--- src/rtl/fetch_unit.sv ---
// fetch_unit: instruction fetch sequencer for the 8-bit CPU.
//   Owns the program counter and drives the address and read strobe toward
//   memory. Each instruction byte takes two cycles: F_x presents the address,
//   and L_x samples mem_data at its closing edge. An instruction is 1 byte
//   when opcode bit7=0, or 3 bytes (opcode, operand lo, operand hi) when
//   bit7=1. The assembled instruction is held in DONE until instr_ack.
// Ports:
//   clk, reset        rising-edge clock, synchronous active-high reset
//   cpustate          fetching only proceeds while equal to RUN_STATE
//   fetch_req         level request to fetch the next instruction
//   pc_load, pc_in    jump: honoured in IDLE and DONE only
//   mem_data          memory read data
//   instr_ack         execute stage consumed opcode/operand
//   addr, read        memory address (always pc) and read strobe
//   opcode, operand   assembled instruction (operand 0 for 1-byte)
//   instr_valid       instruction held and valid (DONE)
//   busy, pc          not-IDLE flag, program counter
module fetch_unit #(
  parameter logic [15:0] RESET_PC  = 16'h0000,
  parameter logic [1:0]  RUN_STATE = 2'b11
) (
  input  logic        clk,
  input  logic        reset,
  input  logic [1:0]  cpustate,
  input  logic        fetch_req,
  input  logic        pc_load,
  input  logic [15:0] pc_in,
  input  logic [7:0]  mem_data,
  input  logic        instr_ack,
  output logic [15:0] addr,
  output logic        read,
  output logic [7:0]  opcode,
  output logic [15:0] operand,
  output logic        instr_valid,
  output logic        busy,
  output logic [15:0] pc
);

  typedef enum logic [2:0] {
    IDLE, F_OP, L_OP, F_LO, L_LO, F_HI, L_HI, DONE
  } state_t;

  state_t state, state_n;
  logic   run;

  assign run = (cpustate == RUN_STATE);

  always_ff @(posedge clk) begin
    if (reset) state <= IDLE;
    else       state <= state_n;
  end

  always_comb begin
    state_n = state;
    unique case (state)
      IDLE: if (fetch_req && run) state_n = F_OP;
      F_OP: state_n = L_OP;
      // mem_data here is the opcode being latched this edge
      L_OP: state_n = mem_data[7] ? F_LO : DONE;
      F_LO: state_n = L_LO;
      L_LO: state_n = F_HI;
      F_HI: state_n = L_HI;
      L_HI: state_n = DONE;
      DONE: if (instr_ack) state_n = fetch_req ? F_OP : IDLE;
      default: state_n = IDLE;
    endcase
    // leaving RUN abandons whatever is in flight
    if (state != IDLE && !run) state_n = IDLE;
  end

  // Datapath: captures are gated by run so an abort edge applies no
  // further pc increment and leaves opcode/operand untouched.
  always_ff @(posedge clk) begin
    if (reset) begin
      pc      <= RESET_PC;
      opcode  <= 8'h00;
      operand <= 16'h0000;
    end else begin
      if ((state == IDLE || state == DONE) && pc_load) pc <= pc_in;
      if (run) begin
        unique case (state)
          L_OP: begin
            opcode  <= mem_data;
            operand <= 16'h0000;
            pc      <= pc + 16'd1;
          end
          L_LO: begin
            operand[7:0] <= mem_data;
            pc           <= pc + 16'd1;
          end
          L_HI: begin
            operand[15:8] <= mem_data;
            pc            <= pc + 16'd1;
          end
          default: ;
        endcase
      end
    end
  end

  // addr follows pc in every state; a load in IDLE is visible in F_OP.
  assign addr        = pc;
  assign read        = run && (state inside {F_OP, L_OP, F_LO, L_LO, F_HI, L_HI});
  assign instr_valid = (state == DONE);
  assign busy        = (state != IDLE);

endmodule

--- config.mk ---
export PLATFORM = sky130hd
export DESIGN_NAME = fetch_unit
export DESIGN_NICKNAME = d
export VERILOG_FILES = /design/src/rtl/fetch_unit.sv
export SDC_FILE = /design/constraint.sdc
export NUM_CORES = 1
export LEC_CHECK = 0
export CORE_MARGIN = 4
export CORE_UTILIZATION = 45
export CTS_CLUSTER_DIAMETER = 150
export DETAILED_ROUTE_END_ITERATION = 7
export HOLD_SLACK_MARGIN = 0.03
export PLACE_DENSITY = 0.87
export SLEW_MARGIN = 20
export SYNTH_ARGS = -nofsm -noshare
export SYNTH_HDL_FRONTEND = slang
export SYNTH_SLANG_ARGS = --single-unit
export TNS_END_PERCENT = 30
--- constraint.sdc ---
create_clock -name clk -period 4.8 [get_ports clk]
set_input_delay 0.96 -clock clk [delete_from_list [all_inputs] [get_ports clk]]
set_output_delay 0.96 -clock clk [all_outputs]
set_load 0.02 [all_outputs]
==> results of run 1 <==
## per-layer routing
| metal | track usage, % | part of all wire, % | up-vias |
|---|---|---|---|
| li1 | - | - | 1057 |
| met1 | 23.52 | 44 | 983 |
| met2 | 30.57 | 47 | 83 |
| met3 | 6.028 | 8.4 | 6 |
| met4 | 6.762 | 0.96 | 0 |
| met5 | 0 | 0 | - |
## power groups by stage
| stage | logic [uW] | clock network (uW) | registers, uW |
|---|---|---|---|
| 2_1_floorplan | 50.4 | 0 | 393 |
| 6_report | 113 | 226 | 378 |
| 4_1_cts | 113 | 234 | 378 |
| 5_1_grt | 119 | 249 | 380 |
| 3_3_place_gp | 111 | 0 | 386 |
| 3_5_place_dp | 113 | 0 | 386 |
## registers in the layout, indices dropped and copies added (netlist names)
name     cells
opcode       8
addr        16
state        3
operand     16
## cells in the final DEF (no fill, tap or decap), types with 5 or more instances in the layout
cell type        synthesis  routed
clkdlybuf4s50_1          0      89
dfxtp_1                 43      43
nand2_1                 36      36
a21oi_1                 33      33
nor2_1                  28      28
nand3_1                 14      14
a22oi_1                 13      13
o21ai_0                 12      12
nor3_1                   5       5
inv_1                    5       5
a31oi_1                  5       5
nor4_1                   5       5
clkbuf_8                 0       5
## layout make-up
cell class	instances	area share, %
multi-input cells	185	33.90
clock inverters	3	0.5130
repair buffers	91	30.95
inverters	5	0.6413
clock buffers	5	2.351
well taps	52	2.223
flip-flops and latches	43	29.41
## cell usage after synthesis
cell type  instances  share of area (%)
a2111oi_0          2               0.84
nor3b_1            1               0.36
a32oi_1            2               0.84
dfxtp_1           43                 41
a2bb2oi_1          1               0.42
and3_1             2               0.60
xnor2_1            1               0.42
nand3_1           14                3.4
nor4b_2            1               0.72
buf_4             17                6.1
a21oi_1           33                7.9
buf_2              4               0.96
xor2_1             2               0.84
inv_1              5               0.90
or2_2              1               0.30
o21ai_0           12                2.9
and2_1             2               0.60
nand2_1           36                6.5
o21ai_1            1               0.24
nor3_1             5                1.2
nor2_2             2               0.60
a41oi_1            1               0.42
buf_1              1               0.18
or3_1              1               0.30
mux2i_1            1               0.48
nand4_1            3               0.90
clkbuf_1           9                1.6
ha_1               1               0.60
or4_1              1               0.36
nor4_1             5                1.5
a22oi_1           13                4.7
nand4b_1           1               0.42
buf_6              2                1.1
nand2b_1           1               0.30
a211oi_1           3                1.1
nor2_1            28                5.1
or4b_1             1               0.48
o21a_1             1               0.36
a31oi_1            5                1.5
nor2_4             1               0.54
## kinds of logic after synthesis
logic type               after synthesis
AO/OA/AOI/OAI                         74
AND/OR/NAND/NOR                      106
flip-flops                            43
buffers and inverters                 38
adder cells (fa/ha/maj)                1
XOR/XNOR                               3
multiplexers                           1
## final timing paths
check	from	end	slack, ps	cells past startpoint
worst max-delay path	cpustate[0]	read	1430	4
worst min-delay path	operand[14]$_SDFFE_PP0P_	operand[14]$_SDFFE_PP0P_	460	2
worst max register to register	state[2]$_SDFFE_PP0P_	addr[2]$_SDFF_PP0_	2490	5
worst min register to register	operand[14]$_SDFFE_PP0P_	operand[14]$_SDFFE_PP0P_	460	2
## tightest hold or removal path, cell delays in order (launching register included)
cell and delay (ps):
dfxtp_1 310, nand2_1 50, a21oi_1 50
## stage by stage
step | util, % | power [uW]
floorplan | - | 443.5
global placement | 64.40 | 496.7
detailed placement | 64.40 | 499.0
CTS | 66.30 | 724.9
global route | 66.30 | 748.7
finish | 66.30 | 717.0
==> reports/results.ini, run 1 <==
[run_status]
status=finished clean

[pwr]
power.density_nw_per_um2=245.0
leakage_uw=0.0009915
switching_share_pct=26.96
clkPwrFrac_pct=31.6
netSwitchingPower_uw=193.3
peakVddDrop_mv=0.1706
comb_power_share_pct=15.7
seq_power_share_pct=52.7
p_int_uw=523.7

[placed_design]
place.gp.congestion=0.8251
placed_cells=376
preCtsSetupSlack_ps=1407
place_area_sq_um=2843
hpwl_mm=4.073
portBuffers=89

[timing]
max-slew-margin-rel_pct=38.59
slew_viol_final=0
worst_pin_slew_ps=919.2
grt_setup_unrepaired=false
fin_skew_ps=6.015
finalSetupViolations=0
period_needed_ps=3374
hold_viol_final=0
worst_slack_ps=1426
period_share_pct=70.29
tns_ps=0
whs_ps=457.8
fmax_mhz=296.4

[clock_network]
postCtsSetupRepairBufs=0
cts_hold_repair.buffers=0
cts_buffers=5
cts_buffer_depth=2
cts_resized=0
clk_pin_slew_worst_paths_ps=80
cts-root-buf=clkbuf_8
h-tree-depth=2
cts_tree=built
cts_sinks=43
clk_latency_ps=290

[setup_path]
cp_common_cell=clkdlybuf4s50_1
cp_max_fo=8
cp.buffers_inverters=2
cp-start-kind=primary input
timing_worst_setup_path_type=in -> out
crit_arrival_ps=2410
cp-end-kind=output pin
slowest_stage=clkdlybuf4s50_1
required_ps=3840
crit_chain=clkdlybuf4s50_1 -> nand2_1 -> nor3_1 -> clkdlybuf4s50_1
path_delay_family=buffers and inverters
slowest_delay_ps=630

[synth]
syn_nets=298
synth_simple_gate_area_share_pct=24.13
yosys.area_share.xor_xnor_pct=1.264
ys_ff_latch=43
yosysUniqueCellTypes=40
syn_avg_cell_area_sq_um=7.818
synthAdderAreaFrac_pct=0.6017
synth_compound_area_share_pct=21.24
synth-seq-area-share_pct=41.40
synth_cells=266
yosysWarnings=0
muxShareOfSynthArea_pct=0.4813
synth_top_family_by_area=simple AND/OR/NAND/NOR gates
syn_area_sq_um=2079

[die]
initial_utilization_pct=47.11
fp.dieArea_sq_um=5773
dieWidth_um=75.98
rows=24
pin_count=90
fp.coreArea_sq_um=4414
die_h_um=75.98

[cells_and_area]
area_growth_pct=40.73
nNetsFinal=363
final_cells=384
drive_gt1_share_pct=4.518
seqCellArea_sq_um=860.8
multiInputGateArea_sq_um=992.2
final_area_sq_um=2927
fill_cells=402
diodes=0

[global_route]
gr-total-overflow=0
grt_max_degree=44
track_usage_pct=18.93
grt_pass1_wl_mm=9.294
grt_pass1_vias=1973
antenna_found_initial=0

[route]
drcViolationCount=0
drt.antenna.violating_nets=0
viasPerCell=5.544
first_pass_iters=4
routed_wl_mm=5.702
post_drt_wl_per_cell_um=14.85
drt_iter0_drc=148
vias=2129

[job]
max_cap_violations=0

[worst_hold_path]
hp-class=reg -> reg

Note: power is estimated with default switching activity, not from simulation.
==> run 2, diff against run 1 <==
- CORE_UTILIZATION: 45 -> 38
- PLACE_DENSITY: 0.87 -> 0.78
- clock period: 4.8 -> 2.96 ns (I/O delays scaled with it)
==> run 2 against run 1 <==
  * Clock power rose by 97%
  * Cell count increased by 6.3%
  * Count of clock-buffer cells in the layout is the same
  * Critical endpoint unchanged
  * First-iteration DRC count decreased by 26%
  * Critical path depth stayed put
  * Non-clock buffer count rose by 7
==> reports/results.ini, run 2 (synthesis results as in run 1) <==
[setup_path]
cp.buffers_inverters=2
slowest_delay_ps=650
path_delay_family=buffers and inverters
cp-end-kind=output pin
timing.rr.start=state[2]$_SDFFE_PP0P_
r2r_slack_ps=1010
endpoint=read
cp_common_cell=clkdlybuf4s50_1
required_ps=2370
ff2ff_path_depth=5
r2r_end=addr[12]$_SDFF_PP0_
cp_max_fo=8
cp.depth=4
crit_chain=clkdlybuf4s50_1 -> nand2_1 -> nor3_1 -> clkdlybuf4s50_1
timing_worst_setup_path_type=in -> out
crit_start=cpustate[0]
slowest_stage=clkdlybuf4s50_1
cp-start-kind=primary input
crit_arrival_ps=2090

[clock_network]
cts_sinks=43
cts_buffers=5
cts_resized=0
clk_pin_slew_worst_paths_ps=80
postCtsSetupRepairBufs=0
cts_hold_repair.buffers=0
cts_buffer_depth=2
h-tree-depth=2
cts_tree=built
cts-root-buf=clkbuf_8
clk_latency_ps=290

[cells_and_area]
area_growth_pct=45.43
fill_cells=491
drive_gt1_share_pct=6.213
layout_commonest_cell=clkdlybuf4s50_1
nNetsFinal=370
multiInputGateArea_sq_um=992.2
layout_common_cells=clkdlybuf4s50_1 (89), dfxtp_1 (43), nand2_1 (36), a21oi_1 (33), nor2_1 (28)
diodes=0
seqCellArea_sq_um=860.8

[global_route]
gr-usage-met2_pct=29.64
gr-total-overflow=0
grt_max_degree=25
antenna_found_initial=0
track_usage_pct=17.90
grt_pass1_vias=2043
grt_pass1_wl_mm=9.508
grt_busiest_layer=met2
met1_usage_pct=22.47
met3_usage_pct=6.031

[route]
first_pass_iters=4
routed_wl_mm=5.908
drt_iter0_drc=110
vias=2183
drt.antenna.violating_nets=0
drcViolationCount=0
post_drt_wl_per_cell_um=14.48
viasPerCell=5.350

[timing]
period_needed_ps=2677
max-slew-margin-rel_pct=47.10
worst_pin_slew_ps=791.0
fmax_mhz=373.5
finalSetupViolations=0
fin_skew_ps=5.502
slew_viol_final=0
hold_viol_final=0
grt_setup_unrepaired=false
period_share_pct=90.46
whs_ps=456.3
tns_ps=0

[die]
die_h_um=81.98
rows=26
fp.dieArea_sq_um=6720
pin_count=90
initial_utilization_pct=39.95
dieWidth_um=81.98
fp.coreArea_sq_um=5205

[placed_design]
portBuffers=89
hpwl_mm=4.331
place.gp.congestion=0.8283

[pwr]
power.density_nw_per_um2=411.3
peakVddDrop_mv=0.2658
leakage_uw=0.001029

[job]
max_cap_violations=0

[worst_hold_path]
hp-class=reg -> reg

[run_status]
status=finished clean

-- run 2: cell count changes in the layout (fill, tap and decap cells not counted) --
cell and delta:
buf_4 +7, clkinv_2 -3, bufinv_16 +1, clkinvlp_4 +1
-- run 2: worst min-delay path by stage --
| stage | startpoint | end | slack (ps) | cells after the start |
|---|---|---|---|---|
| after floorplan | operand[14]$_SDFFE_PP0P_ | operand[14]$_SDFFE_PP0P_ | 530 | 2 |
| final | operand[13]$_SDFFE_PP0P_ | operand[13]$_SDFFE_PP0P_ | 460 | 2 |
| after global routing | operand[11]$_SDFFE_PP0P_ | operand[11]$_SDFFE_PP0P_ | 470 | 2 |
| after global placement | operand[14]$_SDFFE_PP0P_ | operand[14]$_SDFFE_PP0P_ | 440 | 2 |
| after detailed placement | operand[14]$_SDFFE_PP0P_ | operand[14]$_SDFFE_PP0P_ | 440 | 2 |
| after CTS | operand[11]$_SDFFE_PP0P_ | operand[11]$_SDFFE_PP0P_ | 460 | 2 |
-- run 2: worst min-delay path, cell delays in order, from the launching register on --
cell and delay (ps):
dfxtp_1 310, nand2_1 50, a21oi_1 50
-- run 2: final cells by class --
type / instances / share of cell area (%)
multi-input combinational: 185 / 32.81
timing repair buffer: 98 / 31.69
clock inverter: 2 / 1.241
clock buffer: 5 / 2.276
inverter: 5 / 0.6206
sequential: 43 / 28.47
tap: 70 / 2.896
-- run 2: power breakdown --
| part | switching (uW) | total [uW] | internal (uW) |
|---|---|---|---|
| registers | 22.2 | 614 | 592 |
| clock network | 199 | 445 | 247 |
| logic | 87.3 | 184 | 97.2 |
| total | 308 | 1240 | 935 |
-- run 2: stage by stage --
stage	std cells	worst slack (ps)	total power [uW]	cell area (sq um)	utilization, %
after global placement	401	342.1	808.9	2918	56.06
after CTS	408	280.0	1251	3024	58.10
after global routing	408	202.3	1289	3024	58.10
after detailed placement	401	281.0	811.9	2918	56.06
after floorplan	266	1034	719.2	2079	-
final	408	282.5	1244	3024	58.10
-- run 2: per-layer routing --
metal | up-vias | share of wire [%] | routed length (um)
met2 | 107 | 46 | 2737
met1 | 1006 | 42 | 2492
met4 | 0 | 0.95 | 56
li1 | 1062 | - | -
met3 | 8 | 11 | 621
met5 | - | 0 | 0
==> run 3, diff against run 2 <==
- CELL_PAD_IN_SITES_DETAIL_PLACEMENT: not set -> 2
- CELL_PAD_IN_SITES_GLOBAL_PLACEMENT: not set -> 2
- CORE_UTILIZATION: 38 -> 20
- PLACE_DENSITY: 0.78 -> not set
- PLACE_DENSITY_LB_ADDON: not set -> 0.1
- TNS_END_PERCENT: 30 -> 20
==> run 3 against run 2 <==
  * Sequential power barely moved
  * Routed wire length rose by 33%
  * Largest power group unchanged
  * Register-to-register slack got worse by 70 ps
==> reports/results.ini, run 3 (synthesis results as in run 1) <==
[run_status]
status=finished clean

[pwr]
total_power_uw=1214
peakVddDrop_mv=0.1498
power.density_nw_per_um2=391.0
leakage_uw=0.001029

[clock_network]
clk_latency_ps=300
postCtsSetupRepairBufs=0
cts_tree=built
cts-root-buf=clkbuf_8
cts_hold_repair.buffers=0
cts_buffer_depth=2
cts_resized=0
cts_sinks=43
clk_pin_slew_worst_paths_ps=90
cts_buffers=5
h-tree-depth=2

[placed_design]
preCtsSetupSlack_ps=358.2
place.gp.congestion=0.6938
hpwl_mm=5.787
placed_cells=466
place_area_sq_um=3012
portBuffers=89

[cells_and_area]
layout_common_cells=clkdlybuf4s50_1 (89), dfxtp_1 (43), nand2_1 (36), a21oi_1 (33), nor2_1 (28)
area_growth_pct=49.28
layout_commonest_cell=clkdlybuf4s50_1
drive_gt1_share_pct=7.038
diodes=0
final_cells=474
final_area_sq_um=3104
nNetsFinal=372

[die]
rows=36
fp.coreArea_sq_um=9955
dieWidth_um=110.0
die_h_um=110.0
pin_count=90
initial_utilization_pct=20.89
fp.dieArea_sq_um=12090

[global_route]
grt_pass1_vias=2333
grt_max_degree=17
gr-total-overflow=0
grt_pass1_wl_mm=12.68
track_usage_pct=13.50
antenna_found_initial=0

[setup_path]
cp-start-kind=primary input
crit_chain=clkdlybuf4s50_1 -> nand2_1 -> nor3_1 -> clkdlybuf4s50_1
crit_arrival_ps=1990
required_ps=2370
slowest_stage=clkdlybuf4s50_1
slowest_delay_ps=630
cp_common_cell=clkdlybuf4s50_1
cp_max_fo=4
cp-end-kind=output pin
timing_worst_setup_path_type=in -> out

[timing]
max-slew-margin-rel_pct=58.46
fin_skew_ps=8.137
worst_pin_slew_ps=620.8
fmax_mhz=387.8
grt_setup_unrepaired=false
tns_ps=0
slew_viol_final=0
finalSetupViolations=0
period_needed_ps=2579
period_share_pct=87.13
hold_viol_final=0
worst_slack_ps=381.1

[route]
route.met2.wl_mm=3.747
drcViolationCount=0
first_pass_iters=4
vias=2168
met1_length_mm=3.506
viasPerCell=4.574
wl_met3_um=502
post_drt_wl_per_cell_um=16.52
drt_iter0_drc=33
routed_wl_mm=7.830
top_layer=met4
drt.antenna.violating_nets=0

[job]
max_cap_violations=0

[worst_hold_path]
hp-class=reg -> reg

## run 3: changes by cell type in the layout (fill, tap and decap cells not counted), sizes merged
| cell | previous run | this run |
|---|---|---|
| inv | 5 | 6 |
| bufinv | 1 | 0 |
| buf | 9 | 11 |
| clkinvlp | 1 | 2 |
## run 3: critical path: cells and delay by family
| family | cells | cell delay, ps |
|---|---|---|
| buf+inv | 2 | 1110 |
| simple gates | 2 | 290 |
## run 3: cell type report
cell class | count | area, sq um
multi-input cells | 185 | 992.2
flip-flops and latches | 43 | 860.8
clock buffers | 5 | 68.82
clock inverters | 3 | 23.77
well taps | 133 | 166.4
inverters | 5 | 18.77
fillers | 1176 | 6850
repair buffers | 100 | 973.4
## run 3: worst paths after layout
kind | startpoint | end | slack [ps] | depth (start not counted)
max | cpustate[0] | read | 380 | 4
min | operand[8]$_SDFFE_PP0P_ | operand[8]$_SDFFE_PP0P_ | 460 | 2
max reg2reg | state[0]$_SDFFE_PP0P_ | addr[12]$_SDFF_PP0_ | 940 | 5
min reg2reg | operand[8]$_SDFFE_PP0P_ | operand[8]$_SDFFE_PP0P_ | 460 | 2
## run 3: metrics by stage
step | utilization [%] | hold WS [ps]
after floorplan | - | 530.2
after global placement | 30.25 | 439.1
after detailed placement | 30.25 | 455.5
after CTS | 31.18 | 472.0
after global routing | 31.18 | 492.0
final | 31.18 | 464.2
## run 3: routing by layer
| metal | track usage (%) | vias to the layer above |
|---|---|---|
| li1 | - | 1071 |
| met1 | 17.27 | 1034 |
| met2 | 22.53 | 56 |
| met3 | 3.406 | 7 |
| met4 | 3.473 | 0 |
| met5 | 0 | - |
## run 3: report_power, final
part	internal (uW)	leakage (uW)	switching (uW)
Clock	169	0.0000408	238
Sequential	592	0.000349	22.7
Combinational	98.8	0.000639	92.9
Total	860	0.00103	354
